[src/rtl/instr_fetch_unit_if.sv]
// Bundle of the fetch-stage buses: the instruction-memory request channel,
// the decode-side instruction channel, the branch redirect and status/debug.
//
// Handshake semantics:
//   imem channel : imem_req is high and imem_addr stable for every cycle of a
//                  request; the word is taken in the cycle imem_ack is high.
//                  imem_ack with imem_req low has no effect.
//   decode chan. : instr_valid high holds instrucao/pc_out stable until the
//                  cycle instr_ready is also high; that cycle is the transfer,
//                  and branch_taken/branch_offset are meaningful only then.
interface instr_fetch_unit_if;
  logic        imem_req;
  logic [31:0] imem_addr;
  logic        imem_ack;
  logic [31:0] imem_rdata;
  logic [31:0] instrucao;
  logic [31:0] pc_out;
  logic        instr_valid;
  logic        instr_ready;
  logic        branch_taken;
  logic [31:0] branch_offset;
  logic        fetch_err;
  logic [1:0]  dbg_state;

  // Fetch unit side
  modport master (
    output imem_req, imem_addr,
    input  imem_ack, imem_rdata,
    output instrucao, pc_out, instr_valid,
    input  instr_ready, branch_taken, branch_offset,
    output fetch_err, dbg_state
  );

  // Memory / decode / environment side
  modport slave (
    input  imem_req, imem_addr,
    output imem_ack, imem_rdata,
    input  instrucao, pc_out, instr_valid,
    output instr_ready, branch_taken, branch_offset,
    input  fetch_err, dbg_state
  );
endinterface

[src/rtl/instr_fetch_unit.sv]
// Instruction fetch stage: holds the PC, reads one word at a time from
// instruction memory, hands it to decode and applies the branch redirect.
// Optional macro FETCH_MISALIGN_CHECK_EN: a misaligned next PC sends the unit
// to the sticky error state instead of being rounded down to a word boundary.
// dbg_state exposes the FSM encoding (IDLE=0, REQ=1, HOLD=2, ERR=3).
module instr_fetch_unit #(
  parameter logic [31:0] RESET_PC       = 32'h0000_0000,
  parameter int unsigned TIMEOUT_CYCLES = 16
) (
  input  logic               clock,
  input  logic               reset,
  instr_fetch_unit_if.master bus
);

  typedef enum logic [1:0] {
    IDLE = 2'd0,
    REQ  = 2'd1,
    HOLD = 2'd2,
    ERR  = 2'd3
  } state_e;

  // A request cycle without ack while the counter already holds this value
  // is the last one allowed.
  localparam logic [7:0] TIMEOUT_LAST = 8'(TIMEOUT_CYCLES - 1);

  state_e      state_q, state_d;
  logic [31:0] pc_q, pc_d;
  logic [31:0] pc_out_q, pc_out_d;
  logic [31:0] instr_q, instr_d;
  logic        valid_q, valid_d;
  logic [7:0]  tmo_q, tmo_d;
  logic [31:0] next_pc;

  // Address of the instruction after the one being consumed (mod 2^32).
  assign next_pc = pc_out_q + (bus.branch_taken ? (bus.branch_offset << 1) : 32'd4);

  // State and datapath registers; reset is immediate so req/valid drop at once.
  always_ff @(posedge clock or posedge reset) begin
    if (reset) begin
      state_q  <= IDLE;
      pc_q     <= RESET_PC;
      pc_out_q <= RESET_PC;
      instr_q  <= 32'h0;
      valid_q  <= 1'b0;
      tmo_q    <= 8'h0;
    end else begin
      state_q  <= state_d;
      pc_q     <= pc_d;
      pc_out_q <= pc_out_d;
      instr_q  <= instr_d;
      valid_q  <= valid_d;
      tmo_q    <= tmo_d;
    end
  end

  // Next-state and datapath updates for the fetch FSM.
  always_comb begin
    state_d  = state_q;
    pc_d     = pc_q;
    pc_out_d = pc_out_q;
    instr_d  = instr_q;
    valid_d  = valid_q;
    tmo_d    = tmo_q;
    case (state_q)
      IDLE: begin
        tmo_d   = 8'h0;
        state_d = REQ;
      end
      REQ: begin
        if (bus.imem_ack) begin
          // Ack beats the timeout even on the last allowed cycle.
          instr_d  = bus.imem_rdata;
          pc_out_d = pc_q;
          valid_d  = 1'b1;
          tmo_d    = 8'h0;
          state_d  = HOLD;
        end else begin
          tmo_d = tmo_q + 8'd1;
          if (tmo_q == TIMEOUT_LAST) begin
            state_d = ERR;
          end
        end
      end
      HOLD: begin
        if (bus.instr_ready) begin
          valid_d = 1'b0;
`ifdef FETCH_MISALIGN_CHECK_EN
          if (next_pc[1:0] != 2'b00) begin
            state_d = ERR;
          end else begin
            pc_d    = next_pc;
            state_d = REQ;
          end
`else
          pc_d    = next_pc & ~32'h3;
          state_d = REQ;
`endif
        end
      end
      ERR: begin
        valid_d = 1'b0;
      end
      default: begin
        state_d = ERR;
      end
    endcase
  end

  // Outputs are decoded from registered state only.
  always_comb begin
    bus.imem_req    = (state_q == REQ);
    bus.imem_addr   = pc_q;
    bus.instrucao   = instr_q;
    bus.pc_out      = pc_out_q;
    bus.instr_valid = valid_q;
    bus.fetch_err   = (state_q == ERR);
    bus.dbg_state   = state_q;
  end

endmodule

[src/flat_wrapper.sv]
// flat-port wrapper written by rule: the top's interface ports become plain ports
module instr_fetch_unit_flat 
#(
  parameter logic [31:0] RESET_PC       = 32'h0000_0000,
  parameter int unsigned TIMEOUT_CYCLES = 16
)
  (clock, reset, bus_imem_req, bus_imem_addr, bus_imem_ack, bus_imem_rdata, bus_instrucao, bus_pc_out, bus_instr_valid, bus_instr_ready, bus_branch_taken, bus_branch_offset, bus_fetch_err, bus_dbg_state);
  instr_fetch_unit_if bus_i ();
  input  logic clock;
  input  logic reset;
  output wire logic [$bits(bus_i.imem_req)-1:0] bus_imem_req;
  output wire logic [$bits(bus_i.imem_addr)-1:0] bus_imem_addr;
  input wire logic [$bits(bus_i.imem_ack)-1:0] bus_imem_ack;
  input wire logic [$bits(bus_i.imem_rdata)-1:0] bus_imem_rdata;
  output wire logic [$bits(bus_i.instrucao)-1:0] bus_instrucao;
  output wire logic [$bits(bus_i.pc_out)-1:0] bus_pc_out;
  output wire logic [$bits(bus_i.instr_valid)-1:0] bus_instr_valid;
  input wire logic [$bits(bus_i.instr_ready)-1:0] bus_instr_ready;
  input wire logic [$bits(bus_i.branch_taken)-1:0] bus_branch_taken;
  input wire logic [$bits(bus_i.branch_offset)-1:0] bus_branch_offset;
  output wire logic [$bits(bus_i.fetch_err)-1:0] bus_fetch_err;
  output wire logic [$bits(bus_i.dbg_state)-1:0] bus_dbg_state;
  assign bus_imem_req = bus_i.imem_req;
  assign bus_imem_addr = bus_i.imem_addr;
  assign bus_i.imem_ack = bus_imem_ack;
  assign bus_i.imem_rdata = bus_imem_rdata;
  assign bus_instrucao = bus_i.instrucao;
  assign bus_pc_out = bus_i.pc_out;
  assign bus_instr_valid = bus_i.instr_valid;
  assign bus_i.instr_ready = bus_instr_ready;
  assign bus_i.branch_taken = bus_branch_taken;
  assign bus_i.branch_offset = bus_branch_offset;
  assign bus_fetch_err = bus_i.fetch_err;
  assign bus_dbg_state = bus_i.dbg_state;
  instr_fetch_unit #(.RESET_PC(RESET_PC), .TIMEOUT_CYCLES(TIMEOUT_CYCLES)) u_core (.clock(clock), .reset(reset), .bus(bus_i));
endmodule
[config.mk]
export PLATFORM = sky130hd
export DESIGN_NAME = instr_fetch_unit_flat
export DESIGN_NICKNAME = d
export VERILOG_FILES = /design/src/rtl/instr_fetch_unit_if.sv /design/src/rtl/instr_fetch_unit.sv /design/src/flat_wrapper.sv
export SDC_FILE = /design/constraint.sdc
export NUM_CORES = 1
export LEC_CHECK = 0
export ABC_AREA = 0
export BUFFER_PORTS_ARGS = -buffer_cell sky130_fd_sc_hd__buf_4
export CAP_MARGIN = 20
export CORE_MARGIN = 2
export CORE_UTILIZATION = 35
export DETAILED_ROUTE_END_ITERATION = 10
export PLACE_DENSITY = 0.64
export SLEW_MARGIN = 20
export SYNTH_ARGS = -nofsm -noshare
export SYNTH_HDL_FRONTEND = slang
export SYNTH_SLANG_ARGS = --single-unit
[constraint.sdc]
create_clock -name clock -period 7.41 [get_ports clock]
set_input_delay 0.3705 -clock clock [delete_from_list [all_inputs] [get_ports clock]]
set_output_delay 0.3705 -clock clock [all_outputs]
set_load 0.05 [all_outputs]
==> metrics.txt, run 1 <==
post-CTS setup buffer count=0; Clock Tree Buf Depth=2; number of diodes=0; Slew HR=0.4672; Final TNS setup=0 ns; clock latency on the worst-skew pair=about 0.35 ns; TritonCTS clock tree=built; Initial DRC Count=between 200 and 300; status=completed; area leader, netlist=dfrtp_1; required time of the critical path=roughly 7.6 ns; crit path cell chain=ha_1 -> inv_1 -> fa_1 -> nor2b_1 -> o21ai_1 -> a31oi_1 -> o31ai_2 -> a211oi_2 -> o31ai_2 -> xor2_1 -> o21ai_1; placed inst area=approximately 7100 sq um; Clock transition at path regs=around 0.07 ns; Total GRT Usage=0.1694; max-cap check violation count=0; fin crit share=0.3605; CTS Hold Buffers Added=0; Crit Path Max Fanout=3; pin count of the biggest net entering global routing=63; Die Ht=between 100 and 150 um; Yosys cell types=53; Post-Synth XOR/XNOR Area=0.04152; #FFs+latches synth=103; I/O Buffers=between 150 and 200; CP arrival=roughly 2.9 ns; Power Density=roughly 370 nW/um^2; CP startpoint kind=flip-flop; DR top layer=met4; Vias/cell=about 5.0; fmax=around 0.37 GHz; Worst VDD drop=between 200 and 250 uV; antenna violations before repair=0; Avg WL per Cell=15.50 um; P_int=between 1 and 1.5 mW; Clk pwr share=0.177; main combinational cell family by area after synthesis=compound AO/OA/AOI/OAI gates; post-synthesis mux area share=0.1246; Final HPWL DP=10.59 mm; Pleak=about 3.7 nW; yosys warns=0; Post-Route WL=around 14 mm; Area Overhead vs Synth=30.23%; post-synth top area share=0.4525; Cell Area, Synth=roughly 5700 sq um; Synth area leaders=dfrtp_1 45%, mux2_2 12%, ha_1 6.6%; pre-CTS WS=around 4.4 ns; worst setup margin=roughly 4.7 ns; combinational power share=0.498; cts bufs inserted=9; CTS sink count=103; crit path time final=~2.7 ns; Syn Area/Cell=about 10 sq um; met2 wire len=approximately 6.9 mm; RSZ-0062 raised after global routing=no; Compound-Gate Fraction of Synth Area=0.1421; post-CTS sizing=0; count of pins over their slew limit=0; Initial Util=0.3585; die area=around 17000 sq um; Crit Path Category=flip-flop to flip-flop; Non-Filler Cell Area, Final=between 7000 and 8000 sq um; sequential area share after synthesis=0.4525; layout cells sized above 1=0.3745; post-synthesis simple-gate area fraction=0.1391; Final GP Congestion=roughly 0.85; Routed met3 length=798 um; final hold vios=0; Critical-path top delay cell=fa_1; Metal-1 WL=~6.3 mm; CP Capture Type=flip-flop; Crit path largest cell delay=about 0.41 ns; Setup Skew=about 0.0080 ns; WP buf/inv=1; commonest non-fill, non-tap cell in the layout=buf_4; Seq pwr share=0.325; Sw Ratio=0.4666; Final #Nets=800; Post-Syn Instances=between 500 and 600; # DRC=0; htree depth=3; Synth Area in Adders=0.06942; Total Power=~2.7 mW; Final setup viols=0; Slew @ Worst Pin=0.7991 ns; worst hold-check path type=input pin to async pin; clock root cell=clkbuf_16; Core Footprint=around 16000 sq um; commonest cells after routing, fill and taps aside=166 x buf_4, 103 x dfrtp_1, 63 x mux2_2, 56 x nand2_1, 37 x o21ai_0; hold_ws=0.07850 ns; vias in the first global route=roughly 4800; DIE WIDTH=131.6 um; sw power=approximately 1.3 mW; antenna viol nets, final=0; I/O pin cnt=between 150 and 200; first-pass GRT wire length=23.98 mm; critical path's top delay family=compound AO/OA/AOI/OAI gates; total number of vias=around 4600; DR pass1 iterations=4; # fillers=1499; # rows=46; total gr overflow=0
==> per-stage QoR <==
| step | cells | util |
|---|---|---|
| floorplan | 549 | - |
| global placement | 905 | 0.4481 |
| detailed placement | 905 | 0.4481 |
| CTS | 921 | 0.4669 |
| global route | 921 | 0.4669 |
| finish | 921 | 0.4669 |
==> final cells by class <==
type	count	area [sq um]	share of cell area
repair buffers	166	1246	0.1680
inverters	15	58.81	0.007928
multi-input cells	405	2965	0.3998
clock inverters	6	70.07	0.009447
flip-flops and latches	103	2577	0.3475
well taps	216	270.3	0.03644
clock buffers	10	229.0	0.03087
==> cell families (layout without fill, tap and decap cells) <==
kind of cell,Yosys count,in the layout
flops,103,103
other cells,1,4
xor+xnor,27,27
buf+inv,41,197
mux,63,63
fa+ha+maj,31,31
compound gates,124,124
simple gates,156,156
==> sequential cells by signal (all words and copies together), names as in the netlist <==
name                    cells
u_core.bus.instr_valid      1
u_core.bus.imem_addr       30
u_core.bus.dbg_state        2
u_core.bus.instrucao       32
u_core.bus.pc_out          30
u_core.tmo_q                8
==> worst reg2reg max path: cells and delay by family, from the launching register on <==
| family | cells | cell delay, ns |
|---|---|---|
| AOI/OAI and AO/OA | 6 | 1.08 |
| buffers and inverters | 1 | 0.06 |
| xor gates and xnor gates | 1 | 0.17 |
| and+or+nand+nor | 1 | 0.25 |
| adders and majority gates | 2 | 0.59 |
| DFF | 1 | 0.38 |
==> per-layer routing <==
layer	up-vias	global-route usage
li1	2230	-
met1	2197	0.2067
met2	151	0.2871
met3	27	0.03742
met4	0	0.07488
met5	-	0
==> power by group through the flow <==
stage | logic (mW) | clock network, mW | registers, mW
2_1_floorplan | 0.335 | 0 | 1.48
3_3_place_gp | 1.34 | 0 | 0.876
3_5_place_dp | 1.36 | 0 | 0.889
4_1_cts | 1.36 | 0.497 | 0.882
5_1_grt | 1.43 | 0.519 | 0.909
6_report | 1.35 | 0.480 | 0.881
==> path summary, 6_finish.rpt <==
| path | end | cells after the start | slack (ns) | startpoint |
|---|---|---|---|---|
| min in group clock | u_core.bus.dbg_state[1] | 2 | 0.24 | bus_instr_ready |
| max reg2reg | u_core.bus.imem_addr[30] | 11 | 4.74 | u_core.bus.pc_out[2] |
| min reg2reg | u_core.bus.imem_addr[9] | 2 | 0.51 | u_core.bus.imem_addr[9] |
| min | u_core.bus.instrucao[12] | 2 | 0.08 | reset |
| max in group asynchronous | u_core.bus.pc_out[7] | 3 | 6.12 | reset |
| max | u_core.bus.imem_addr[30] | 11 | 4.74 | u_core.bus.pc_out[2] |
==> synthesized netlist by cell type (all sizes together) <==
library cell and instances:
o211ai 2, or3 2, and4 2, dfrtp 103
nor2b 5, a2bb2oi 1, o21a 6, a21oi 28
a221oi 1, fa 1, ha 30, o21bai 1
a211oi 5, a31o 1, and3 6, a21o 9
o31a 2, nand2b 8, nand3 13, o31ai 5
a32o 1, o221a 1, o22ai 2, a22o 1
nand4b 1, o21ai 53, nand4 7, conb 1
and2 28, inv 15, xnor2 9, clkbuf 20
buf 6, xor2 18, mux2 63, or4 1
nor3 5, o2111ai 1, nand2 57, nor2 18
a31oi 4, nor4 3
(Power assumes the default switching activity.)
==> run 2: changes to the inputs <==
- PLACE_DENSITY: 0.64 -> 0.66
- clock period: 7.41 -> 2.3 ns (I/O delays scaled with it)
==> run 2 against run 1 <==
Against the previous run: the run now ends with negative setup slack left; worst setup slack worse by 4.7 ns; clock power rose to 3.5 times the previous value; critical path depth up 1; global-route usage up 1.2 points.
==> metrics.txt, run 2 (synthesis results as in run 1) <==
count of pins over their slew limit=0; violated checks=negative setup slack; max FFs per register=32; Sw Ratio=0.4553; Crit Path Max Fanout=4; DIE WIDTH=131.6 um; vias in the first global route=roughly 5200; Seq pwr share=0.312; Initial DRC Count=approximately 130; worst reg2reg startpoint=u_core.bus.pc_out[2]; Clk pwr share=0.184; Initial Util=0.3585; Worst path depth=12; clock root cell=clkbuf_16; Final GP Congestion=~0.9; worst setup margin=-0.005186 ns; CP startpoint kind=flip-flop; total number of vias=slightly below 5000; # DRC=0; Setup crit end=u_core.bus.imem_addr[12]; Worst VDD drop=between 800 and 900 uV; worst r2r path cells=12; # rows=46; Clock transition at path regs=0.07 ns; fin crit share=1.002; Avg WL per Cell=approximately 15 um; Vias/cell=4.939; Final #Nets=874; WP buf/inv=2; Crit path largest cell delay=roughly 0.43 ns; antenna viol nets, final=0; Final HPWL DP=11.00 mm; htree depth=3; number of diodes=0; first-pass GRT wire length=25.36 mm; clock latency on the worst-skew pair=around 0.36 ns; sw power=approximately 4.2 mW; Post-Route WL=15.39 mm; Setup Skew=just over 0.009 ns; TritonCTS clock tree=built; Area Overhead vs Synth=46.86%; total gr overflow=0; cts bufs inserted=9; CP arrival=2.54 ns; P_int=roughly 5.0 mW; I/O pin cnt=170; Die Ht=131.6 um; layout cells sized above 1=0.4596; fmax=approximately 0.43 GHz; Total GRT Usage=0.1810; commonest non-fill, non-tap cell in the layout=buf_4; Clock Tree Buf Depth=2; Crit Path Category=flip-flop to flip-flop; I/O Buffers=about 160; Final setup viols=1; max-cap check violation count=0; RSZ-0062 raised after global routing=yes; Slew @ Worst Pin=a little under 0.5 ns; crit path cell chain=ha_4 -> inv_2 -> fa_2 -> nor2b_4 -> buf_6 -> o21a_4 -> o31ai_4 -> a21oi_2 -> o21a_1 -> nor2_2 -> xnor2_1 -> o21ai_1; CP startpoint=u_core.bus.pc_out[2]; CTS sink count=roughly 100; Pleak=about 4.0 nW; status=complete, but fails checks; die area=between 15000 and 20000 sq um; reg2reg setup slack=-0.005 ns; antenna violations before repair=0; Core Footprint=roughly 16000 sq um; Critical-path top delay cell=dfrtp_2; pin count of the biggest net entering global routing=83; critical path's top delay family=compound AO/OA/AOI/OAI gates; Power Density=between 1000 and 1500 nW/um^2; Slew HR=0.6711; Total Power=between 9 and 10 mW; CP Capture Type=flip-flop; commonest cells after routing, fill and taps aside=202 x buf_4, 86 x dfrtp_1, 63 x mux2_2, 56 x nand2_1, 35 x o21ai_0; Final TNS setup=-0.005186 ns; worst hold-check path type=input pin to flip-flop; DR pass1 iterations=5; combinational power share=0.504; required time of the critical path=between 2 and 3 ns; final hold vios=0; crit path time final=approximately 2.3 ns; reg2reg end=u_core.bus.imem_addr[12]
[run 2: cell count changes in the layout (fill, tap and decap cells not counted), sizes merged]
cell,delta
inv,-1
buf,+40
bufinv,+1
dlygate4sd3,+34
clkinv,-1
clkinvlp,+1
[run 2: worst min-delay path by stage]
stage	to	cells past startpoint	start	slack (ns)
6_report	u_core.bus.instr_valid	3	bus_imem_ack	0.11
5_1_grt	u_core.bus.dbg_state[1]	3	bus_imem_ack	0.11
4_1_cts	u_core.bus.dbg_state[1]	3	bus_imem_ack	0.1
3_5_place_dp	u_core.bus.instrucao[11]	2	reset	0.18
3_3_place_gp	u_core.bus.instrucao[1]	2	reset	0.17
2_1_floorplan	u_core.bus.dbg_state[1]	1	bus_instr_ready	0.21
[run 2: power groups by stage]
| stage | registers, mW | clock network [mW] | logic, mW |
|---|---|---|---|
| finish | 2.88 | 1.70 | 4.65 |
| global route | 2.97 | 1.83 | 4.90 |
| CTS | 2.88 | 1.75 | 4.63 |
| detailed placement | 2.90 | 0 | 4.55 |
| global placement | 2.86 | 0 | 4.49 |
| floorplan | 4.80 | 0 | 1.11 |
[run 2: cell type report]
class / count / area, sq um
timing repair buffer: 240 / 1919
multi-input combinational: 405 / 3186
inverter: 15 / 60.06
fill: 1431 / 7521
sequential: 103 / 2599
clock buffer: 10 / 239.0
clock inverter: 6 / 91.34
tap: 216 / 270.3
[run 2: worst reg2reg max path, delay by kind of cell (launching register included)]
family	cells	cell delay (ns)
flip-flops	1	0.43
AND/OR/NAND/NOR	2	0.14
AO/OA/AOI/OAI	5	0.95
adder cells (fa/ha/maj)	2	0.39
buffers and inverters	2	0.16
XOR/XNOR	1	0.12
[run 2: metal layers]
| metal | wire, um | vias to the layer above | global-route usage |
|---|---|---|---|
| met5 | 0 | - | 0 |
| met4 | 378 | 0 | 0.08213 |
| met3 | 847 | 27 | 0.04861 |
| met2 | 7665 | 143 | 0.3176 |
| met1 | 6494 | 2371 | 0.2053 |
| li1 | - | 2373 | - |
[run 2: timing repair]
item,in CTS,in global routing
gates resized for setup,9,25
buffers inserted,3,1
hold buffers,34,0
pin swaps,7,15
endpoints found under the hold margin,54,0
setup endpoints to repair,5,14
[run 2: per-stage QoR]
step / hold WS [ns] / setup WS [ns] / instance area, sq um / std cells / util
6_report: 0.1055 / -0.005186 / 8364 / 995 / 0.5265
5_1_grt: 0.1072 / -0.09276 / 8364 / 995 / 0.5265
4_1_cts: 0.09979 / -0.0003573 / 8255 / 994 / 0.5197
3_5_place_dp: 0.1808 / -0.1582 / 7516 / 941 / 0.4731
3_3_place_gp: 0.1689 / -0.09507 / 7516 / 941 / 0.4731
2_1_floorplan: 0.2140 / -0.02838 / 5814 / 549 / -
